--- src/rtl/text_cursor_writer_pkg.sv ---
// Shared types and constants for the text cursor writer.
// Widths, character codes and FSM states.
package text_pkg;

  localparam int COLS_DEF = 80;
  localparam int ROWS_DEF = 30;
  localparam int X_W      = 7;
  localparam int Y_W      = 5;

  localparam logic [7:0] CH_SPACE     = 8'h20;
  localparam logic [7:0] CH_BS        = 8'h08;
  localparam logic [7:0] CH_LF        = 8'h0A;
  localparam logic [7:0] CH_CR        = 8'h0D;
  localparam logic [7:0] CH_FF        = 8'h0C;
  localparam logic [7:0] CH_PRINT_MIN = 8'h20;
  localparam logic [7:0] CH_PRINT_MAX = 8'h7E;

  typedef enum logic [2:0] {
    IDLE,
    DECODE,
    ISSUE,
    WAIT_HI,
    WAIT_LO,
    CLEAR
  } state_e;

  function automatic logic is_print(input logic [7:0] c);
    return (c >= CH_PRINT_MIN) && (c <= CH_PRINT_MAX);
  endfunction

endpackage

--- src/rtl/text_write_port.sv ---
// Single-cell write sequencer toward the text buffer.
// Holds address/data from start until busy drops again.
module text_write_port
  import text_pkg::*;
(
  input  logic           clk,
  input  logic           rst_n,
  input  logic           start_i,
  input  logic [X_W-1:0] x_i,
  input  logic [Y_W-1:0] y_i,
  input  logic [6:0]     data_i,
  input  logic [11:0]    color_i,
  input  logic           lang_i,
  input  logic           busy_i,
  output logic           done_o,
  output logic           we_o,
  output logic [X_W-1:0] x_o,
  output logic [Y_W-1:0] y_o,
  output logic [6:0]     data_o,
  output logic [11:0]    color_o,
  output logic           lang_o
);

  state_e         st_q;
  logic           we_q;
  logic [X_W-1:0] x_q;
  logic [Y_W-1:0] y_q;
  logic [6:0]     data_q;
  logic [11:0]    color_q;
  logic           lang_q;

  // Request/acknowledge sequence; write_enable pulses once per start.
  always_ff @(posedge clk or negedge rst_n) begin
    if (!rst_n) begin
      st_q    <= IDLE;
      we_q    <= 1'b0;
      x_q     <= '0;
      y_q     <= '0;
      data_q  <= '0;
      color_q <= '0;
      lang_q  <= 1'b0;
    end else begin
      unique case (st_q)
        IDLE: begin
          if (start_i) begin
            x_q     <= x_i;
            y_q     <= y_i;
            data_q  <= data_i;
            color_q <= color_i;
            lang_q  <= lang_i;
            we_q    <= !busy_i;
            st_q    <= ISSUE;
          end
        end
        ISSUE: begin
          if (we_q) begin
            we_q <= 1'b0;
            st_q <= WAIT_HI;
          end else if (!busy_i) begin
            we_q <= 1'b1;
          end
        end
        WAIT_HI: begin
          if (busy_i) st_q <= WAIT_LO;
        end
        WAIT_LO: begin
          if (!busy_i) st_q <= IDLE;
        end
        default: begin
          we_q <= 1'b0;
          st_q <= IDLE;
        end
      endcase
    end
  end

  assign done_o  = (st_q == WAIT_LO) && !busy_i;
  assign we_o    = we_q;
  assign x_o     = x_q;
  assign y_o     = y_q;
  assign data_o  = data_q;
  assign color_o = color_q;
  assign lang_o  = lang_q;

endmodule

--- src/rtl/text_cursor_writer.sv ---
// Character stream to text-buffer writer with cursor tracking.
// Optional AUTO_CLEAR_LINE_EN blanks each row the cursor enters.
module text_cursor_writer
  import text_pkg::*;
#(
  parameter int COLS = COLS_DEF,
  parameter int ROWS = ROWS_DEF
) (
  input  logic           clk,
  input  logic           reset_n,
  input  logic           char_valid,
  input  logic [7:0]     char_data,
  output logic           char_ready,
  input  logic [11:0]    color,
  input  logic           lang,
  output logic           write_enable,
  output logic [X_W-1:0] write_x,
  output logic [Y_W-1:0] write_y,
  output logic [6:0]     write_data,
  output logic [11:0]    write_color,
  output logic           write_lang,
  input  logic           busy,
  output logic [X_W-1:0] cursor_x,
  output logic [Y_W-1:0] cursor_y
);

  localparam logic [X_W-1:0] XMAX = X_W'(COLS - 1);
  localparam logic [Y_W-1:0] YMAX = Y_W'(ROWS - 1);
  localparam logic [6:0]     SP7  = CH_SPACE[6:0];

  logic [1:0]     rs_q;
  logic           rst_n;
  state_e         st_q;
  logic           rdy_q;
  logic [7:0]     ch_q;
  logic [11:0]    col_q;
  logic           lang_q;
  logic [X_W-1:0] cx_q, px_q, rx_q;
  logic [Y_W-1:0] cy_q, py_q, ry_q;
  logic [6:0]     rd_q;
  logic           start_q;
  logic           full_q;
`ifdef AUTO_CLEAR_LINE_EN
  logic           wrap_q;
`endif
  logic           done;
  logic [Y_W-1:0] lf_y;
  logic [X_W-1:0] adv_x, bs_x;
  logic [Y_W-1:0] adv_y, bs_y;
  logic           clr_last;

  // Async assert, sync release of the internal reset.
  always_ff @(posedge clk or negedge reset_n) begin
    if (!reset_n) rs_q <= 2'b00;
    else          rs_q <= {rs_q[0], 1'b1};
  end
  assign rst_n = rs_q[1];

  assign lf_y  = (cy_q == YMAX) ? '0 : cy_q + 1'b1;
  assign adv_x = (cx_q == XMAX) ? '0 : cx_q + 1'b1;
  assign adv_y = (cx_q == XMAX) ? lf_y : cy_q;
  assign bs_x  = (cx_q != '0) ? cx_q - 1'b1 :
                 (cy_q != '0) ? XMAX : '0;
  assign bs_y  = (cx_q != '0) ? cy_q :
                 (cy_q != '0) ? cy_q - 1'b1 : '0;
  assign clr_last = (rx_q == XMAX) && (!full_q || ry_q == YMAX);

  // Accept, decode and cursor/clear sequencing.
  always_ff @(posedge clk or negedge rst_n) begin
    if (!rst_n) begin
      st_q    <= IDLE;
      rdy_q   <= 1'b0;
      ch_q    <= '0;
      col_q   <= '0;
      lang_q  <= 1'b0;
      cx_q    <= '0;
      cy_q    <= '0;
      px_q    <= '0;
      py_q    <= '0;
      rx_q    <= '0;
      ry_q    <= '0;
      rd_q    <= '0;
      start_q <= 1'b0;
      full_q  <= 1'b0;
`ifdef AUTO_CLEAR_LINE_EN
      wrap_q  <= 1'b0;
`endif
    end else begin
      start_q <= 1'b0;
      unique case (st_q)
        IDLE: begin
          if (char_valid && rdy_q) begin
            ch_q   <= char_data;
            col_q  <= color;
            lang_q <= lang;
            rdy_q  <= 1'b0;
            st_q   <= DECODE;
          end else begin
            rdy_q <= 1'b1;
          end
        end
        DECODE: begin
          unique case (1'b1)
            is_print(ch_q): begin
              rx_q    <= cx_q;
              ry_q    <= cy_q;
              rd_q    <= ch_q[6:0];
              px_q    <= adv_x;
              py_q    <= adv_y;
`ifdef AUTO_CLEAR_LINE_EN
              wrap_q  <= (cx_q == XMAX);
`endif
              start_q <= 1'b1;
              st_q    <= ISSUE;
            end
            (ch_q == CH_BS): begin
              rx_q    <= bs_x;
              ry_q    <= bs_y;
              rd_q    <= SP7;
              px_q    <= bs_x;
              py_q    <= bs_y;
`ifdef AUTO_CLEAR_LINE_EN
              wrap_q  <= 1'b0;
`endif
              start_q <= 1'b1;
              st_q    <= ISSUE;
            end
            (ch_q == CH_CR): begin
              cx_q  <= '0;
              rdy_q <= 1'b1;
              st_q  <= IDLE;
            end
            (ch_q == CH_LF): begin
              cx_q <= '0;
              cy_q <= lf_y;
`ifdef AUTO_CLEAR_LINE_EN
              rx_q    <= '0;
              ry_q    <= lf_y;
              rd_q    <= SP7;
              full_q  <= 1'b0;
              start_q <= 1'b1;
              st_q    <= CLEAR;
`else
              rdy_q <= 1'b1;
              st_q  <= IDLE;
`endif
            end
            (ch_q == CH_FF): begin
              rx_q    <= '0;
              ry_q    <= '0;
              rd_q    <= SP7;
              full_q  <= 1'b1;
              start_q <= 1'b1;
              st_q    <= CLEAR;
            end
            default: begin
              rdy_q <= 1'b1;
              st_q  <= IDLE;
            end
          endcase
        end
        ISSUE: begin
          if (done) begin
            cx_q <= px_q;
            cy_q <= py_q;
`ifdef AUTO_CLEAR_LINE_EN
            if (wrap_q) begin
              rx_q    <= '0;
              ry_q    <= py_q;
              rd_q    <= SP7;
              full_q  <= 1'b0;
              start_q <= 1'b1;
              st_q    <= CLEAR;
            end else begin
              rdy_q <= 1'b1;
              st_q  <= IDLE;
            end
`else
            rdy_q <= 1'b1;
            st_q  <= IDLE;
`endif
          end
        end
        CLEAR: begin
          if (done) begin
            if (clr_last) begin
              cx_q  <= '0;
              if (full_q) cy_q <= '0;
              rdy_q <= 1'b1;
              st_q  <= IDLE;
            end else begin
              if (rx_q == XMAX) begin
                rx_q <= '0;
                ry_q <= ry_q + 1'b1;
              end else begin
                rx_q <= rx_q + 1'b1;
              end
              start_q <= 1'b1;
            end
          end
        end
        default: begin
          rdy_q <= 1'b0;
          st_q  <= IDLE;
        end
      endcase
    end
  end

  text_write_port u_port (
    .clk     (clk),
    .rst_n   (rst_n),
    .start_i (start_q),
    .x_i     (rx_q),
    .y_i     (ry_q),
    .data_i  (rd_q),
    .color_i (col_q),
    .lang_i  (lang_q),
    .busy_i  (busy),
    .done_o  (done),
    .we_o    (write_enable),
    .x_o     (write_x),
    .y_o     (write_y),
    .data_o  (write_data),
    .color_o (write_color),
    .lang_o  (write_lang)
  );

  assign char_ready = rdy_q;
  assign cursor_x   = cx_q;
  assign cursor_y   = cy_q;

endmodule

--- config.mk ---
export PLATFORM = sky130hd
export DESIGN_NAME = text_cursor_writer
export DESIGN_NICKNAME = d
export VERILOG_FILES = /design/src/rtl/text_cursor_writer_pkg.sv /design/src/rtl/text_write_port.sv /design/src/rtl/text_cursor_writer.sv
export SDC_FILE = /design/constraint.sdc
export NUM_CORES = 1
export LEC_CHECK = 0
export ABC_AREA = 1
export CORE_UTILIZATION = 35
export CTS_BUF_LIST = sky130_fd_sc_hd__clkbuf_8
export DETAILED_ROUTE_END_ITERATION = 12
export GPL_ROUTABILITY_DRIVEN = 0
export SETUP_SLACK_MARGIN = 0.3
export SYNTH_ARGS = -nofsm -noshare
export SYNTH_HDL_FRONTEND = slang
export SYNTH_SLANG_ARGS = --single-unit
--- constraint.sdc ---
create_clock -name clk -period 7 [get_ports clk]
set_input_delay 0.7 -clock clk [delete_from_list [all_inputs] [get_ports clk]]
set_output_delay 0.7 -clock clk [all_outputs]
set_load 0.005 [all_outputs]
### Word-level counts from Yosys, hierarchy flattened

Index checks and enable logic that the tools add are counted.

* register bits after elaboration: 108
* input port bits: 25
* output and inout bits: 46
* logic and storage cells: 149

* add/sub/neg operators: 6
* magnitude comparators: 2
* equality and inequality tests: 29
* mux-type cells: 56
* bitwise operators: 1
* reductions and logical operators: 33

Operators with widths (count)
* 7-bit 2-to-1 mux: 10
* 5-bit 2-to-1 mux: 12
* 7-bit one-hot mux with 2 select lines: 3
* 7-bit one-hot mux with 3 select lines: 2
* 8-bit by 4-bit == test with 1-bit output (second input constant): 4
* 5-bit one-hot mux with 3 select lines: 2
* 2-bit inequality test (second input constant): 13
* 3-bit 2-to-1 mux: 8
* 3-bit one-hot mux with 4 select lines: 2
* 5-bit one-hot mux with 2 select lines: 2
* 4-bit AND reduction: 4
* 7-bit by 1-bit adder with 7-bit output (second input constant): 2
* 7-bit == test (second input constant): 2
* 2-bit AND reduction: 6
* 1-bit 2-to-1 mux: 11
* 5-bit by 1-bit adder with 5-bit output (second input constant): 2
* 5-bit == test (second input constant): 2
* 5-bit AND reduction: 2
* 3-bit by 2-bit == test with 1-bit output (second input constant): 3
* 8-bit by 6-bit >= comparator with 1-bit output (second input constant): 1
* 8-bit by 7-bit <= comparator with 1-bit output (second input constant): 1
* 2-bit OR reduction: 4
* 7-bit nonzero test: 1
* 7-bit by 1-bit subtractor with 7-bit output (second input constant): 1
* other kinds (19): 27

### Longest topological paths before layout

Gate-level depths: netlist (run 1).

* word-level depth: 6
* mapped depth: 13
* depth with buffers taken out: 13

### Modules after synthesis

A second synthesis (run 1) with hierarchy kept.

* cell total of the unflattened synthesis: 714
* area, all modules: 5816.8 µm²

By module, submodules not included
* text_cursor_writer: instances 1, cells each 538, area each 4151.5 µm², sequential area each 1801.7 µm²
* text_write_port: instances 1, cells each 176, area each 1665.3 µm², sequential area each 900.9 µm²

### Worst setup path after synthesis (run 1)

OpenSTA, ideal clock, no wires.

* path kind: reg-to-reg
* start point: reg cx_q[0] (netlist: cursor_x[0])
* end point: reg rx_q[0]
* setup time: 0.117 ns
* data arrival time: 1.616 ns
* data required time: 6.883 ns
* path slack: 5.267 ns
* cell stages (with the launch flop): 14
* path buffers: 0
* period minus slack after synthesis: 1.733 ns
* path through: dfrtp_1 inv_1 ha_1 inv_1 nor2_1 nand3_4 nor2_2 nor2_4 o21ai_1 nand2_1 nand2_1 nand2_1 nand2_1 nand2_1

* longest elaborated chain between the ends: 4
* elaborated cells on any way between the ends: 5
* those cells by class: 1 x add/sub; 3 x mux; 1 x reduce/logical

Ends and longest elaborated chain
* from (decl): line text_cursor_writer.sv:38 `logic [X_W-1:0] cx_q, px_q, rx_q;`
* from (signal assigned): line text_cursor_writer.sv:164 `cx_q <= px_q;`
* 7-bit by 1-bit subtractor with 7-bit output / 7-bit nonzero test (equally long branches): line text_cursor_writer.sv:62 `assign bs_x = (cx_q != '0) ? cx_q - 1'b1 :`
* 7-bit 2-to-1 mux: line text_cursor_writer.sv:62
* 7-bit one-hot mux with 3 select lines (*): line text_cursor_writer.sv:103 `unique case (1'b1)`
* 7-bit one-hot mux with 2 select lines (*): line text_cursor_writer.sv:90 `unique case (st_q)`
* to (signal assigned): line text_cursor_writer.sv:105 `rx_q <= cx_q;`
* to (signal assigned): line text_cursor_writer.sv:117 `rx_q <= bs_x;`
* to (signal assigned): line text_cursor_writer.sv:196 `rx_q <= rx_q + 1'b1;`
* to (decl): line text_cursor_writer.sv:38

Every way passes the cells marked *; elsewhere a longest branch is shown, timed or not.
A chain may end at the register's enable or synchronous reset.

### Worst setup path in the final report (run 1)

* start point: reg cy_q[0] (netlist: cursor_y[0])
* end point: out cursor_y[0]

RTL lines
* from (decl): line text_cursor_writer.sv:39 `logic [Y_W-1:0] cy_q, py_q, ry_q;`
* from (signal assigned): line text_cursor_writer.sv:135 `cy_q <= lf_y;`
* from (signal assigned): line text_cursor_writer.sv:165 `cy_q <= py_q;`
* to (decl): line text_cursor_writer.sv:24 `output logic [Y_W-1:0] cursor_y`

No word-level cell between the ends.

==> run_results.csv, run 1 <==
group,metric,value,unit
setup_path,crit_chain,"clkdlybuf4s50_1",
global_routing,grt_pass1_vias,4568,
power,peakVddDrop,0.184,mV
sta,rsz0062_at_grt,"no",
min_path,hp-class,"flip-flop to asynchronous set/reset pin",
synthesis,synth_top_area_cell,"dfrtp_1",
sta,fin_ws,4720,ps
global_routing,grt_usage,0.172,
cells_and_area,post-route-util,0.431,
setup_path,rr_startpoint,"ch_q[5]",
floorplanning,rows,45,
cells_and_area,layout_commonest_cell,"nand2_1",
sta,tightest_slew,717,ps
setup_path,path_depth,1,
job,drv_cap,0,
sta,period_share,0.325,
floorplanning,die-area,16200,um^2
synthesis,synth_nets,690,
cells_and_area,fill_cells,1502,
placement,post-place-ws,4620,ps
sta,drv_slew,0,
cts,cts_resized,0,
sta,hold_viol_final,0,
synthesis,yosysSeqAreaShare,0.491,
sta,slew_headroom,0.522,
setup_path,arrival,1580,ps
setup_path,r2r-end,"ry_q[2]",
cts,tritoncts,"built",
synthesis,synthCells,656,
setup_path,critPathRequiredTime,6300,ps
setup_path,max_stage_delay,610,ps
setup_path,setup.worst_path.end,"cursor_y[0]",
setup_path,slowest_stage,"dfrtp_1",
setup_path,crit_family,"flip-flops",
setup_path,reg2reg_slack,4790,ps
routing,ant_nets,0,
cts,hold_buffers,0,
sta,fin_crit,2280,ps
floorplanning,core-area,15300,um^2
cells_and_area,multiInputGateArea,2470,um^2
sta,setup_viol,0,
setup_path,end_kind,"primary output",
floorplanning,ios,71,
floorplanning,die_width,127,um
power,power,0.00289,W
cells_and_area,regArea,2710,um^2
power,p_leak,3.12,nW
cells_and_area,n_antenna_cell,0,
synthesis,synth_area,5500,um^2
floorplanning,start_util,0.361,
sta,tns,0,ps
global_routing,grt_max_degree,57,
cells_and_area,layout_common_cells,"nand2_1, dfrtp_1, clkdlybuf4s50_1",
cts,cts_made_buffers,9,
setup_path,critPathBufInv,1,
routing,vias,4587,
synthesis,avgSynthCellArea,8.39,um^2
routing,wirelength,12900,um
setup_path,cp_max_fo,11,
synthesis,synth_seq_cells,108,
setup_path,start_kind,"flip-flop",
global_routing,antenna_found_initial,0,
synthesis,ys_top_cells_by_area,"dfrtp_1, nand2_1, nand3_1",
routing,drc,0,
placement,dp_hpwl,9290,um
routing,drt_first_pass_iters,4,
synthesis,ys_types,38,
synthesis,yosysWarnings,0,
cts,clk_latency,390,ps
cts,htreeDepth,3,
cts,clockBufferDepth,2,
floorplanning,die_y,127,um
routing,via_per_inst,4.90,
placement,numPortBuffers,70,
sta,whs,334,ps
routing,wire_per_inst,13.7,um
cts,path_clk_slew,110,ps
cts,cts_root_buf,"clkbuf_8",
cells_and_area,fin_nets,755,
cts,post_cts_buffers,0,
cells_and_area,drive_above_1_share,0.130,
setup_path,critPathKind,"flip-flop to primary output",
global_routing,grt_pass1_wl,22000,um
global_routing,overflow,0,
sta,fmax,0.439,GHz
setup_path,ff2ff_path_depth,8,
outcome,status,"finished clean",
setup_path,cp-startpoint,"cursor_y[0]",
power,power_density,440,nW/um^2
cells_and_area,area_growth,19.5,%
cts,cts.sink_count,108,
routing,drtIter0Drc,292,
sta,finClkSkew,14.6,ps
synthesis,yosysTopAreaCellShare,0.491,
[per-layer routing]
layer  vias to the layer above  part of all wire  global-route usage
met3                        13             0.051              0.0444
met1                      2196              0.46               0.213
li1                       2270                 -                   -
met4                         0             0.014              0.0595
met5                         -                 0                   0
met2                       108              0.48               0.290
[registers in the layout (all words and copies together), names as in the netlist]
signal	count
ch_q	8
char_ready	1
col_q	12
cursor_x	7
cursor_y	5
full_q	1
lang_q	1
px_q	7
py_q	5
rd_q	7
rs_q	2
rx_q	7
ry_q	5
st_q	3
start_q	1
u_port.color_o	12
u_port.data_o	7
u_port.lang_o	1
u_port.st_q	3
u_port.we_o	1
u_port.x_o	7
u_port.y_o	5
[layout make-up]
type | instances | area share
flip-flops and latches | 108 | 0.412
inverters | 63 | 0.0360
multi-input cells | 467 | 0.376
clock inverters | 6 | 0.00818
clock buffers | 9 | 0.0188
well taps | 211 | 0.0402
repair buffers | 72 | 0.109
[synthesized netlist by cell type]
cell and n:
ha_1 9, nor2_1 47, nor2_2 10, buf_6 1, mux2_1 3, nand2_1 185
buf_1 1, nand3_2 3, or2_2 4, a21oi_4 1, nand4_1 8, o21ai_0 38
nand3_1 45, a21oi_1 30, nor2_4 4, mux2_2 19, nand3_4 3, inv_1 46
o211ai_1 3, buf_4 1, xor2_1 8, a21o_1 1, conb_1 1, inv_2 17
o32ai_1 1, nor3_1 3, o22ai_1 1, nor3b_1 1, a31oi_1 7, o21ai_2 7
clkbuf_1 6, nand3b_1 1, dfrtp_1 108, o31ai_1 1, o21ai_1 15, nand2_4 2
buf_2 9, nand2_2 6
[worst min-delay path by stage]
stage                       to  slack [ps]  startpoint  cells after the start
finish              char_ready         330     rs_q[1]                      0
floorplan              rs_q[1]         330     rs_q[0]                      0
global route           rs_q[1]         380     rs_q[0]                      0
global placement       rs_q[1]         340     rs_q[0]                      0
CTS                    rs_q[1]         360     rs_q[0]                      0
detailed placement     rs_q[1]         340     rs_q[0]                      0
[kinds of logic (layout without fill, tap and decap cells)]
logic type | count (synthesis) | count (layout) | share of synthesized area
other | 1 | 1 | 0.000681
adders and majority gates | 9 | 9 | 0.0205
DFF | 108 | 108 | 0.491
AOI/OAI and AO/OA | 105 | 105 | 0.107
buffers and inverters | 81 | 150 | 0.0593
and+or+nand+nor | 322 | 322 | 0.264
muxes | 22 | 22 | 0.0450
xor gates and xnor gates | 8 | 8 | 0.0127
[through the flow]
stage / std cells / area, um^2
floorplan: 656 / 5500
global placement: 921 / 6400
detailed placement: 921 / 6400
CTS: 936 / 6580
global route: 936 / 6580
finish: 936 / 6580
[report_power, final]
| part | total [W] | internal, W | switching, W |
|---|---|---|---|
| clock network | 0.000364 | 0.000135 | 0.000230 |
| registers | 0.00114 | 0.000899 | 0.000239 |
| logic | 0.00139 | 0.000614 | 0.000779 |
(Power assumes the default switching activity.)
==> run 2, diff against run 1 <==
Clock period 7 ns to 1.92 ns, I/O delays scaled along.
==> run_results.csv, run 2 (synthesized netlist as in run 1, its figures left out) <==
group,metric,value,unit
global_routing,antenna_found_initial,0,
sta,fmax,0.580,GHz
routing,drtIter0Drc,450,
global_routing,grt_pass1_wl,23400,um
cells_and_area,multiInputGateArea,2890,um^2
cts,tritoncts,"built",
routing,vias,5125,
cts,clockBufferDepth,2,
cells_and_area,layout_common_cells,"nand2_1, dfrtp_1, buf_4",
global_routing,grt_max_degree,58,
cells_and_area,area_growth,42.5,%
routing,ant_nets,0,
sta,drv_slew,0,
cells_and_area,regArea,2720,um^2
routing,drc,0,
cells_and_area,drive_above_1_share,0.317,
setup_path,end_kind,"flip-flop",
setup_path,rr_startpoint,"cursor_x[0]",
floorplanning,core-area,15300,um^2
setup_path,critPathKind,"flip-flop to flip-flop",
floorplanning,ios,71,
sta,rsz0062_at_grt,"yes",
sta,hold_viol_final,0,
routing,via_per_inst,5.00,
floorplanning,die_width,127,um
setup_path,crit_family,"simple AND/OR/NAND/NOR gates",
floorplanning,rows,45,
floorplanning,die-area,16200,um^2
placement,numPortBuffers,70,
cts,path_clk_slew,120,ps
global_routing,overflow,0,
cts,cts.sink_count,108,
routing,drt_first_pass_iters,6,
outcome,status,"finished clean",
global_routing,grt_usage,0.186,
setup_path,slowest_stage,"dfrtp_2",
setup_path,crit_top_cell,"nand2_1",
sta,setup_viol,0,
placement,placed_cell_area,6560,um^2
sta,tns,0,ps
placement,dp_hpwl,9370,um
power,power_density,1670,nW/um^2
setup_path,crit_chain,"inv_2 > ha_4 > inv_2 > nor2_4 > nand3_4 > nor2_4 > nor2_4 > buf_6 > nand3_4 > nand2_2 > nand2_1 > nand2_1 > nand2_1 > nand2_1",
routing,wire_per_inst,14.5,um
cells_and_area,fill_cells,1405,
cells_and_area,layout_commonest_cell,"nand2_1",
setup_path,start_kind,"flip-flop",
global_routing,grt_pass1_vias,4769,
sta,finClkSkew,22.3,ps
setup_path,cp-startpoint,"cursor_x[0]",
cts,htreeDepth,3,
sta,fin_crit,1730,ps
routing,wirelength,14900,um
cells_and_area,n_antenna_cell,0,
cts,cts_made_buffers,9,
setup_path,cp_max_fo,6,
cts,cts_root_buf,"clkbuf_8",
cells_and_area,fin_nets,844,
setup_path,critPathRequiredTime,2220,ps
setup_path,critPathBufInv,3,
floorplanning,die_y,127,um
setup_path,max_stage_delay,450,ps
sta,period_share,0.899,
min_path,hp-class,"flip-flop to asynchronous set/reset pin",
cells_and_area,fin_area,7850,um^2
floorplanning,start_util,0.361,
power,p_leak,3.77,nW
power,peakVddDrop,0.766,mV
job,drv_cap,0,
setup_path,arrival,2020,ps
cts,clk_latency,410,ps
==> run 2: cell types whose count changed in the layout (fill, tap and decap cells not counted), moves of 10 or more <==
cell	previous run	this run
buf_4	2	68
nand2_1	185	168
buf_6	0	12
nand3_1	45	33
o21ai_2	7	19
nor2_4	4	14
==> run 2: final timing paths <==
| path | endpoint | slack [ps] | depth (start not counted) |
|---|---|---|---|
| max reg2reg | ry_q[3] | 190 | 14 |
| max in group asynchronous | u_port.data_o[0] | 1070 | 1 |
| min reg2reg | py_q[0] | 220 | 0 |
| max | ry_q[3] | 190 | 14 |
| min in group clk | rs_q[1] | 360 | 0 |
| min | py_q[0] | 220 | 0 |
==> run 2: metrics by stage <==
| stage | cells | total power [W] | hold WS [ps] | util | worst slack (ps) |
|---|---|---|---|---|---|
| 2_1_floorplan | 656 | 0.00751 | -104 | - | 311 |
| 3_3_place_gp | 937 | 0.00936 | 238 | 0.430 | 96.1 |
| 3_5_place_dp | 937 | 0.00953 | 240 | 0.430 | 22.3 |
| 4_1_cts | 999 | 0.0122 | 242 | 0.483 | 207 |
| 5_1_grt | 1026 | 0.0140 | 260 | 0.514 | 131 |
| 6_report | 1026 | 0.0131 | 224 | 0.514 | 195 |
==> run 2: power breakdown <==
part	internal, W	switching [W]
logic	0.00359	0.00398
clock network	0.000650	0.000816
registers	0.00329	0.000745
==> run 2: area by class of cell <==
cell class                 count  area share
clock buffer                  10      0.0175
clock inverter                 6     0.00893
inverter                      63      0.0314
multi-input combinational    469       0.368
sequential                   108       0.346
tap                          211      0.0337
timing repair buffer         158       0.193
timing repair inverter         1    0.000957
==> run 2: timing repair <==
| item | in CTS | in global routing |
|---|---|---|
| resized for setup | 54 | 76 |
| hold buffers | 1 | 0 |
| buffers inserted | 44 | 25 |
| endpoints found under the setup margin | 53 | 57 |
| hold endpoints to repair | 2 | 0 |
| cloned | 1 | 2 |
| pin swaps | 25 | 43 |
==> run 2: routing by layer <==
metal / part of all wire / vias to the layer above / wire (um) / track usage
met2: 0.49 / 156 / 7360 / 0.311
li1: - / 2450 / - / -
met5: 0 / - / 0 / 0
met3: 0.061 / 41 / 903 / 0.0582
met1: 0.41 / 2478 / 6150 / 0.225
met4: 0.034 / 0 / 508 / 0.0658
==> run 3, diff against run 2 <==
Settings changed: CELL_PAD_IN_SITES_DETAIL_PLACEMENT set to 1, CELL_PAD_IN_SITES_GLOBAL_PLACEMENT set to 2, CORE_MARGIN set to 5, CORE_UTILIZATION 35 to 31, CTS_CLUSTER_SIZE set to 30, PLACE_DENSITY_LB_ADDON set to 0.1.
==> run_results.csv, run 3 (synthesized netlist as in run 1, its figures left out) <==
group,metric,value,unit
placement,placed_cell_area,6710,um^2
global_routing,grt_pass1_vias,5434,
cts,tritoncts,"built",
setup_path,rr_startpoint,"cursor_x[1]",
sta,whs,293,ps
power,p_comb_frac,0.594,
sta,setup_viol,0,
cells_and_area,regArea,2710,um^2
sta,period_share,0.925,
power,p_sw,0.00595,W
power,peakVddDrop,0.558,mV
cells_and_area,drive_above_1_share,0.333,
setup_path,critPathRequiredTime,2230,ps
setup_path,max_stage_delay,420,ps
power,power_density,1700,nW/um^2
cts,clockBufferDepth,2,
cts,path_clk_slew,130,ps
setup_path,arrival,2080,ps
sta,tns,0,ps
floorplanning,rows,48,
setup_path,reg2reg_slack,140,ps
cells_and_area,n_antenna_cell,0,
cts,clk_latency,400,ps
sta,fin_crit,1780,ps
setup_path,slowest_stage,"dfrtp_1",
floorplanning,die-area,20500,um^2
cells_and_area,layout_commonest_cell,"nand2_1",
power,p_leak,3.80,nW
setup_path,crit_top_cell,"nor2_4",
cts,cts.sink_count,108,
power,switching_share,0.441,
floorplanning,start_util,0.317,
placement,numPortBuffers,70,
placement,dp_hpwl,12300,um
routing,wire_per_inst,16.9,um
cts,cts_root_buf,"clkbuf_8",
floorplanning,ios,71,
cells_and_area,fill_cells,2001,
setup_path,cp_max_fo,7,
setup_path,ff2ff_path_depth,13,
routing,ant_nets,0,
setup_path,start_kind,"flip-flop",
cells_and_area,layout_common_cells,"nand2_1, dfrtp_1, buf_4",
cells_and_area,multiInputGateArea,2930,um^2
job,drv_cap,0,
global_routing,grt_max_degree,41,
power,intPower,0.00755,W
setup_path,critPathKind,"flip-flop to flip-flop",
power,seqPwrFrac,0.296,
cells_and_area,area_growth,44.6,%
global_routing,overflow,0,
setup_path,crit_chain,"inv_2 > ha_4 > inv_2 > nor2_4 > nand3_4 > nor2_4 > nor2_4 > buf_12 > buf_6 > o21ai_4 > nand3_2 > nand3_2 > nand2_1",
power,clock_power_share,0.110,
floorplanning,die_width,143,um
sta,hold_viol_final,0,
global_routing,antenna_found_initial,0,
setup_path,end_kind,"flip-flop",
floorplanning,core-area,17400,um^2
routing,vias,5067,
routing,wirelength,17700,um
cells_and_area,fin_area,7960,um^2
routing,drt_first_pass_iters,4,
routing,drc,0,
floorplanning,die_y,143,um
sta,drv_slew,0,
cts,htreeDepth,3,
global_routing,grt_pass1_wl,28700,um
outcome,status,"finished clean",
min_path,hp-class,"flip-flop to asynchronous set/reset pin",
sta,rsz0062_at_grt,"yes",
cells_and_area,fin_nets,854,
routing,via_per_inst,4.83,
routing,drtIter0Drc,232,
setup_path,r2r-end,"ry_q[0]",
global_routing,grt_usage,0.177,
cts,cts_made_buffers,9,
sta,finClkSkew,18.2,ps
sta,fmax,0.563,GHz
[run 3: worst max-delay path by stage]
stage / depth (start not counted) / to / slack, ps / from
after floorplan: 13 / rx_q[0] / 310 / cursor_x[0]
after global placement: 11 / rx_q[6] / 70 / cursor_x[1]
after detailed placement: 13 / rx_q[0] / 40 / cursor_x[1]
after CTS: 10 / px_q[1] / 220 / cursor_x[0]
after global routing: 13 / ry_q[0] / 70 / cursor_x[1]
final: 13 / ry_q[0] / 140 / cursor_x[1]
[run 3: metal layers]
| layer | up-vias | track usage | part of all wire |
|---|---|---|---|
| met4 | 0 | 0.0565 | 0.020 |
| met2 | 77 | 0.299 | 0.49 |
| li1 | 2461 | - | - |
| met3 | 27 | 0.0255 | 0.027 |
| met5 | - | 0 | 0 |
| met1 | 2502 | 0.236 | 0.47 |
[run 3: final cells by class]
class	instances	share of cell area
multi-input combinational	470	0.368
tap	225	0.0354
clock buffer	9	0.0156
clock inverter	7	0.0112
timing repair buffer	168	0.198
inverter	63	0.0310
sequential	108	0.341
[run 3: critical path, delay by kind of cell (launching register included)]
family | cells | cell delay, ps
AO/OA/AOI/OAI | 1 | 60
adder cells (fa/ha/maj) | 1 | 140
buffers and inverters | 4 | 390
flip-flops | 1 | 420
AND/OR/NAND/NOR | 7 | 660
[run 3: metrics by stage]
step,utilization,setup WS [ps],cells,power (W)
CTS,0.433,221,1026,0.0127
floorplan,-,311,656,0.00751
global route,0.459,72.1,1050,0.0146
finish,0.459,145,1050,0.0135
detailed placement,0.386,43.4,967,0.0101
global placement,0.386,71.3,967,0.00991
[run 3: what timing repair did]
action	4_1_cts	5_1_grt
hold buffers	1	0
pin swaps	29	35
hold endpoints to repair	2	0
cloned	1	2
setup endpoints to repair	64	57
buffers inserted	41	22
resized for setup	79	64
[run 3: power groups by stage]
stage / Clock [W] / Combinational (W) / Sequential (W)
after floorplan: 0 / 0.00354 / 0.00397
after global placement: 0 / 0.00592 / 0.00399
after detailed placement: 0 / 0.00601 / 0.00404
after CTS: 0.00153 / 0.00714 / 0.00399
after global routing: 0.00163 / 0.00882 / 0.00412
final: 0.00148 / 0.00801 / 0.00400
